`config.mk`:
```
export PLATFORM = sky130hd
export DESIGN_NAME = pipeline_hazard_ctrl
export DESIGN_NICKNAME = d
export VERILOG_FILES = /design/src/rtl/pipeline_ctrl_pkg.sv /design/src/rtl/hazard_detect.sv /design/src/rtl/pipeline_hazard_ctrl.sv
export SDC_FILE = /design/constraint.sdc
export NUM_CORES = 1
export LEC_CHECK = 0
export CAP_MARGIN = 15
export CORE_UTILIZATION = 50
export CTS_BUF_LIST = sky130_fd_sc_hd__clkbuf_8
export DETAILED_ROUTE_END_ITERATION = 6
export PLACE_DENSITY_LB_ADDON = 0.25
export SYNTH_ARGS = -nofsm -noshare
export SYNTH_HDL_FRONTEND = slang
export SYNTH_SLANG_ARGS = --single-unit
```
`constraint.sdc`:
```
create_clock -name clock -period 4.9 [get_ports clock]
set_clock_uncertainty 0.05 [all_clocks]
set_input_delay 0.735 -clock clock [delete_from_list [all_inputs] [get_ports clock]]
set_output_delay 0.735 -clock clock [all_outputs]
set_load 0.005 [all_outputs]
```
`src/rtl/pipeline_ctrl_pkg.sv`:
```
// rtl/pipeline_ctrl_pkg.sv - shared types and constants for the pipeline hazard controller
package pipeline_ctrl_pkg;

  typedef enum logic [1:0] {
    ST_RUN      = 2'd0,
    ST_MUL_BUSY = 2'd1
  } ctrl_state_t;

  // Register specifier 0 is hardwired zero and never creates a dependency
  localparam int unsigned REG_ZERO = 0;

  typedef struct packed {
    logic pc_write;
    logic ifid_hold;
    logic ifid_flush;
    logic idex_hold;
    logic idex_flush;
    logic exmem_hold;
    logic exmem_flush;
    logic memwb_flush;
  } ctrl_vec_t;

  // Everything quiet: used while in reset and as the base for stall rows
  localparam ctrl_vec_t CTRL_NONE = '{pc_write: 1'b0, ifid_hold: 1'b0, ifid_flush: 1'b0,
                                      idex_hold: 1'b0, idex_flush: 1'b0, exmem_hold: 1'b0,
                                      exmem_flush: 1'b0, memwb_flush: 1'b0};

  // Free-running pipeline: only the PC advances, no register is held or flushed
  localparam ctrl_vec_t CTRL_RUN = '{pc_write: 1'b1, ifid_hold: 1'b0, ifid_flush: 1'b0,
                                     idex_hold: 1'b0, idex_flush: 1'b0, exmem_hold: 1'b0,
                                     exmem_flush: 1'b0, memwb_flush: 1'b0};

endpackage

```
`src/rtl/hazard_detect.sv`:
```
// rtl/hazard_detect.sv - load-use dependency comparator between EX and ID
module hazard_detect
  import pipeline_ctrl_pkg::*;
#(
  parameter int REG_ADDR_W = 5
) (
  input  logic                  ex_valid,
  input  logic                  ex_is_load,
  input  logic [REG_ADDR_W-1:0] ex_dest,
  input  logic [REG_ADDR_W-1:0] id_rs,
  input  logic [REG_ADDR_W-1:0] id_rt,
  input  logic                  id_uses_rt,
  output logic                  load_use
);

  logic dest_live;
  logic rs_match;
  logic rt_match;

  assign dest_live = ex_valid && ex_is_load && (ex_dest != REG_ADDR_W'(REG_ZERO));
  assign rs_match  = (ex_dest == id_rs);
  assign rt_match  = id_uses_rt && (ex_dest == id_rt);
  assign load_use  = dest_live && (rs_match || rt_match);

endmodule

```
`src/rtl/pipeline_hazard_ctrl.sv`:
```
// rtl/pipeline_hazard_ctrl.sv - stall/flush sequencer for the five-stage pipeline
module pipeline_hazard_ctrl
  import pipeline_ctrl_pkg::*;
#(
  parameter int REG_ADDR_W  = 5,
  parameter int MUL_LATENCY = 4,
  parameter int MEM_TIMEOUT = 255,
  parameter int CNT_W       = 16
) (
  input  logic                  clock,
  input  logic                  reset,
  input  logic [REG_ADDR_W-1:0] ID_Rs,
  input  logic [REG_ADDR_W-1:0] ID_Rt,
  input  logic                  ID_UsesRt,
  input  logic                  EX_Valid,
  input  logic                  EX_IsLoad,
  input  logic [REG_ADDR_W-1:0] EX_Dest,
  input  logic                  EX_BranchTaken,
  input  logic                  EX_MulStart,
  input  logic                  MEM_Req,
  input  logic                  MEM_Ack,
  input  logic                  StallCountClear,
  output logic                  PC_Write,
  output logic                  IFID_Hold,
  output logic                  IFID_Flush,
  output logic                  IDEX_Hold,
  output logic                  IDEX_Flush,
  output logic                  EXMEM_Hold,
  output logic                  EXMEM_Flush,
  output logic                  MEMWB_Flush,
  output logic [1:0]            Ctrl_State,
  output logic [CNT_W-1:0]      StallCount,
  output logic                  MemTimeout
);

  // A single-cycle multiply never enters MUL_BUSY
  localparam bit MUL_MULTI = (MUL_LATENCY > 1);
  // cnt holds at most MUL_LATENCY-2
  localparam int MC_W = (MUL_LATENCY > 2) ? $clog2(MUL_LATENCY - 1) : 1;
  localparam logic [MC_W-1:0] CNT_LOAD = MC_W'((MUL_LATENCY > 1) ? (MUL_LATENCY - 2) : 0);
  localparam int WC_W = $clog2(MEM_TIMEOUT + 1);

  ctrl_state_t     state;
  logic [MC_W-1:0] mul_cnt;
  logic [WC_W-1:0] wait_cnt;
  ctrl_vec_t       ctrl;
  logic            mem_wait;
  logic            load_use;
  logic            mul_stall;

  hazard_detect #(
    .REG_ADDR_W (REG_ADDR_W)
  ) u_hazard_detect (
    .ex_valid   (EX_Valid),
    .ex_is_load (EX_IsLoad),
    .ex_dest    (EX_Dest),
    .id_rs      (ID_Rs),
    .id_rt      (ID_Rt),
    .id_uses_rt (ID_UsesRt),
    .load_use   (load_use)
  );

  assign mem_wait  = MEM_Req && !MEM_Ack;
  assign mul_stall = ((state == ST_RUN) && EX_MulStart && MUL_MULTI) ||
                     ((state == ST_MUL_BUSY) && (mul_cnt != '0));

  // Priority-ordered control vector; everything is quiet while reset is asserted
  always_comb begin
    ctrl = CTRL_NONE;
    if (reset) begin
      if (mem_wait) begin
        ctrl.ifid_hold   = 1'b1;
        ctrl.idex_hold   = 1'b1;
        ctrl.exmem_hold  = 1'b1;
        ctrl.memwb_flush = 1'b1;
      end else if (mul_stall) begin
        ctrl.ifid_hold   = 1'b1;
        ctrl.idex_hold   = 1'b1;
        ctrl.exmem_flush = 1'b1;
      end else if (EX_BranchTaken) begin
        ctrl.pc_write    = 1'b1;
        ctrl.ifid_flush  = 1'b1;
        ctrl.idex_flush  = 1'b1;
      end else if (load_use) begin
        ctrl.ifid_hold   = 1'b1;
        ctrl.idex_flush  = 1'b1;
      end else begin
        ctrl = CTRL_RUN;
      end
    end
  end

  assign PC_Write    = ctrl.pc_write;
  assign IFID_Hold   = ctrl.ifid_hold;
  assign IFID_Flush  = ctrl.ifid_flush;
  assign IDEX_Hold   = ctrl.idex_hold;
  assign IDEX_Flush  = ctrl.idex_flush;
  assign EXMEM_Hold  = ctrl.exmem_hold;
  assign EXMEM_Flush = ctrl.exmem_flush;
  assign MEMWB_Flush = ctrl.memwb_flush;
  assign Ctrl_State  = state;

  // Multiply occupancy FSM; a memory wait freezes it so the multiply resumes where it stopped
  always_ff @(posedge clock or negedge reset) begin
    if (!reset) begin
      state   <= ST_RUN;
      mul_cnt <= '0;
    end else if (!mem_wait) begin
      case (state)
        ST_RUN: begin
          if (EX_MulStart && MUL_MULTI) begin
            mul_cnt <= CNT_LOAD;
            state   <= ST_MUL_BUSY;
          end
        end
        ST_MUL_BUSY: begin
          if (mul_cnt != '0) begin
            mul_cnt <= mul_cnt - MC_W'(1);
          end else begin
            state <= ST_RUN;
          end
        end
        default: state <= ST_RUN;
      endcase
    end
  end

  // Saturating count of cycles in which the PC did not advance
  always_ff @(posedge clock or negedge reset) begin
    if (!reset) begin
      StallCount <= '0;
    end else if (StallCountClear) begin
      StallCount <= '0;
    end else if (!ctrl.pc_write && (StallCount != '1)) begin
      StallCount <= StallCount + CNT_W'(1);
    end
  end

  // Consecutive memory-wait counter with a sticky timeout flag; the stall itself is not released
  always_ff @(posedge clock or negedge reset) begin
    if (!reset) begin
      wait_cnt   <= '0;
      MemTimeout <= 1'b0;
    end else if (mem_wait) begin
      if (wait_cnt != WC_W'(MEM_TIMEOUT)) begin
        wait_cnt <= wait_cnt + WC_W'(1);
      end
      if (wait_cnt == WC_W'(MEM_TIMEOUT - 1)) begin
        MemTimeout <= 1'b1;
      end
    end else begin
      wait_cnt <= '0;
    end
  end

endmodule

```
==> PnR_summary.wiki <==
{| class="wikitable"
! Metric !! Value
|-
| Startpoint type of the worst setup path || input port
|-
| Post-synthesis sequential element count || 28
|-
| Final layout net count || between 200 and 300
|-
| PwrDens || 287 nW/um^2
|-
| Violation count after the first detailed-routing iteration || 51
|-
| Worst endpoint data arrival time || between 2 and 3 ns
|-
| Clock-pin transition on the worst setup and hold timing paths || approximately 0.1 ns
|-
| Number of optimization iterations in the first detailed-route pass || 4
|-
| Post-DR wirelength/cell || between 10 and 15 um
|-
| Final setup violating endpoints || 0
|-
| Sequential area share after synthesis || around two fifths
|-
| Share of async-settable or async-resettable flops after synthesis || between 90% and 100%
|-
| Die span in x || approximately 61 um
|-
| Most Used Layer, Global Route || met2
|-
| Number of distinct standard cells referenced by the synthesized netlist || between 40 and 50
|-
| Number of rows in the core area || 20
|-
| Hold buffer count at CTS || 0
|-
| Cells along the critical path || clkdlybuf4s50_1 > or4_1 > o211ai_2 > nand2b_1 > nor2_1 > nor2_1 > clkdlybuf4s50_1
|-
| Static Leak || slightly below 0.9 nW
|-
| Placeable core region || 3150 sq um
|-
| Clock root buffer || clkbuf_8
|-
| Worst min-delay path startpoint || MemTimeout
|-
| Result of the run || finished clean
|-
| GRT Residual Overflow || 0
|-
| Ys flop type || dfrtp_1
|-
| Hold Vio Cnt, Final || 0
|-
| GR Util All Layers || a little over a fifth
|-
| Final TNS setup || 0 ns
|-
| Num CTS Buffers || 3
|-
| Synth Cell Area || about 1700 sq um
|-
| Portion of the clock cycle consumed by the worst path in the final layout || a little under three quarters
|-
| Inserted Diodes || 0
|-
| Worst slew margin || 41.1%
|-
| Pin count of the biggest net entering global routing || 24
|-
| Post-CTS Resized || 0
|-
| Setup Crit Path Kind || input port to output port
|-
| Clock Path Buffers || 2
|-
| Port Buffers || 50
|-
| Clock sinks || 28
|-
| Max-capacitance violation count || 0
|-
| Total die area || 3670 sq um
|-
| M1 GR Usage || ~29%
|-
| CP Capture Type || output port
|-
| Average cell area after synthesis || between 8 and 9 sq um
|-
| Cell count after synthesis || 194
|-
| # DRC || 0
|-
| Startpoint of the worst setup timing path || EX_Dest[0]
|-
| Data required time at the worst endpoint || 4.12 ns
|-
| CTS tree || done
|-
| Slowest cell on the critical path || or4_1
|-
| Number of antenna violations at the first check in global routing || 0
|-
| Starting density of the core || between 50% and 60%
|-
| Total Wirelength || 3.77 mm
|-
| Number of max-slew violations in the final report || 0
|-
| Routed via count || approximately 1600
|-
| Final Wtd Congestion || 0.728
|-
| Post-DP HPWL || between 2 and 3 mm
|-
| Vertical extent of the die || a little over 60 um
|-
| Post-DR vias/cell || ~5.5
|-
| Crit path time final || 3.53 ns
|-
| Maximum fanout encountered on the critical timing path || 3
|-
| Hold WS || 0.424 ns
|-
| Met3 routing resource usage after global routing || 5.97%
|-
| Fraction of final layout cells sized beyond drive strength 1 || about 5.0%
|-
| Maximum operating frequency || between 0.2 and 0.3 GHz
|-
| Net count after synthesis || approximately 220
|-
| Top Ports || 52
|-
| Startpoint of the worst register-to-register path || StallCount[0]
|-
| First-pass GRT wire length || roughly 6.0 mm
|-
| Actual slew at the worst max-slew pin || roughly 0.88 ns
|-
| Clock Latency Late Sink || roughly 0.28 ns
|-
| Number of global-route vias before repair || approximately 1400
|-
| Cell taking the most area after synthesis || dfrtp_1
|-
| Hold crit path type || flop to flop
|-
| Relative area change from synthesis to final layout || 33.4%
|-
| Synth top area cells || dfrtp_1, xnor2_1, a21oi_1, nor2_1, or3_1
|-
| Worst vdd ir || between 150 and 200 uV
|-
| Deepest level of the CTS H-tree || 1
|-
| Unrepaired setup endpoints after global routing || no
|-
| Number of flops mapped to enable cells by yosys || 0
|-
| Delay of the slowest cell on the worst path || ~0.56 ns
|-
| Ys Warns || 0
|-
| Met2 track demand over resource in global routing || around 36%
|-
| Area fraction of the dominant cell type after synthesis || roughly 41%
|-
| DRT antenna net count || 0
|-
| Postcts setup bufs || 0
|}
==> final cells by class <==
cell class                      instances  area (sq um)
Multi-Input combinational cell        150           916
Fill cell                             256           865
Sequential cell                        28           701
Timing Repair Buffer                   52           515
Tap cell                               44          55.1
Clock buffer                            3          41.3
Clock inverter                          1          30.0
Inverter                                8          30.0
==> state kept, by name, summed over array words and instances (netlist names) <==
name        count
Ctrl_State      1
MemTimeout      1
StallCount     16
mul_cnt         2
wait_cnt        8
==> cells in the final DEF, fill, tap and decap left out, types with 2 or more instances in the layout <==
| cell | count |
|---|---|
| and2_1 | 2 |
| or3_1 | 11 |
| ha_1 | 4 |
| a211oi_1 | 3 |
| clkbuf_8 | 3 |
| nand2_1 | 13 |
| or4_1 | 3 |
| o31ai_1 | 2 |
| nor3_1 | 3 |
| o21ai_0 | 5 |
| nand2b_1 | 2 |
| inv_1 | 8 |
| a21oi_1 | 15 |
| and3_1 | 3 |
| xor2_1 | 5 |
| nor2_1 | 20 |
| o21ai_1 | 10 |
| nand4_1 | 5 |
| a31oi_1 | 2 |
| clkdlybuf4s50_1 | 50 |
| buf_4 | 2 |
| nand3_1 | 11 |
| xnor2_1 | 11 |
| dfrtp_1 | 28 |
| nor2b_1 | 4 |
==> cell usage after synthesis, drive strengths merged, types with 3 or more instances <==
master,n
nand4,5
a211oi,3
buf,6
nor3,4
inv,8
o21ai,15
xnor2,11
and3,3
ha,4
or3,11
xor2,5
nor2b,4
dfrtp,28
nand2,13
or4,3
nand3,11
nor2,21
a21oi,16
==> worst max-delay path, delay by kind of cell <==
family | cells | cell delay, ns
buffers and inverters | 2 | 0.98
AND/OR/NAND/NOR | 4 | 0.87
AO/OA/AOI/OAI | 1 | 0.16
==> logic make-up after synthesis <==
logic type / synth area share [%]
flops: 40.8
xor+xnor: 8.17
fa+ha+maj: 2.92
buf+inv: 5.76
mux: 1.46
compound gates: 15.8
other cells: 0.219
simple gates: 24.8
==> metal layers <==
metal	vias to the layer above	wire length, um
li1	780	-
met4	0	28
met3	4	346
met5	-	0
met1	746	1690
met2	49	1700
==> report_power, final <==
group | switching, mW | internal, mW
logic | 0.0949 | 0.107
clock network | 0.0728 | 0.109
registers | 0.0218 | 0.252
total | 0.189 | 0.468
==> worst paths after layout <==
path | to | slack [ns] | cells past startpoint
max | PC_Write | 1.37 | 7
min | MemTimeout | 0.42 | 1
max reg2reg | StallCount[1] | 2.23 | 8
min reg2reg | MemTimeout | 0.42 | 1
max in group asynchronous | StallCount[2] | 3.21 | 2
min in group asynchronous | MemTimeout | 0.88 | 1
==> through the flow <==
| step | setup WS [ns] | instances | utilization (%) | instance area, sq um | power, mW |
|---|---|---|---|---|---|
| floorplan | 2.36 | 194 | - | 1720 | 0.401 |
| global placement | 1.39 | 282 | 70.3 | 2220 | 0.476 |
| detailed placement | 1.37 | 282 | 70.3 | 2220 | 0.482 |
| CTS | 1.36 | 286 | 72.6 | 2290 | 0.663 |
| global route | 1.22 | 286 | 72.6 | 2290 | 0.701 |
| finish | 1.37 | 286 | 72.6 | 2290 | 0.658 |
(Power assumes the default switching activity.)
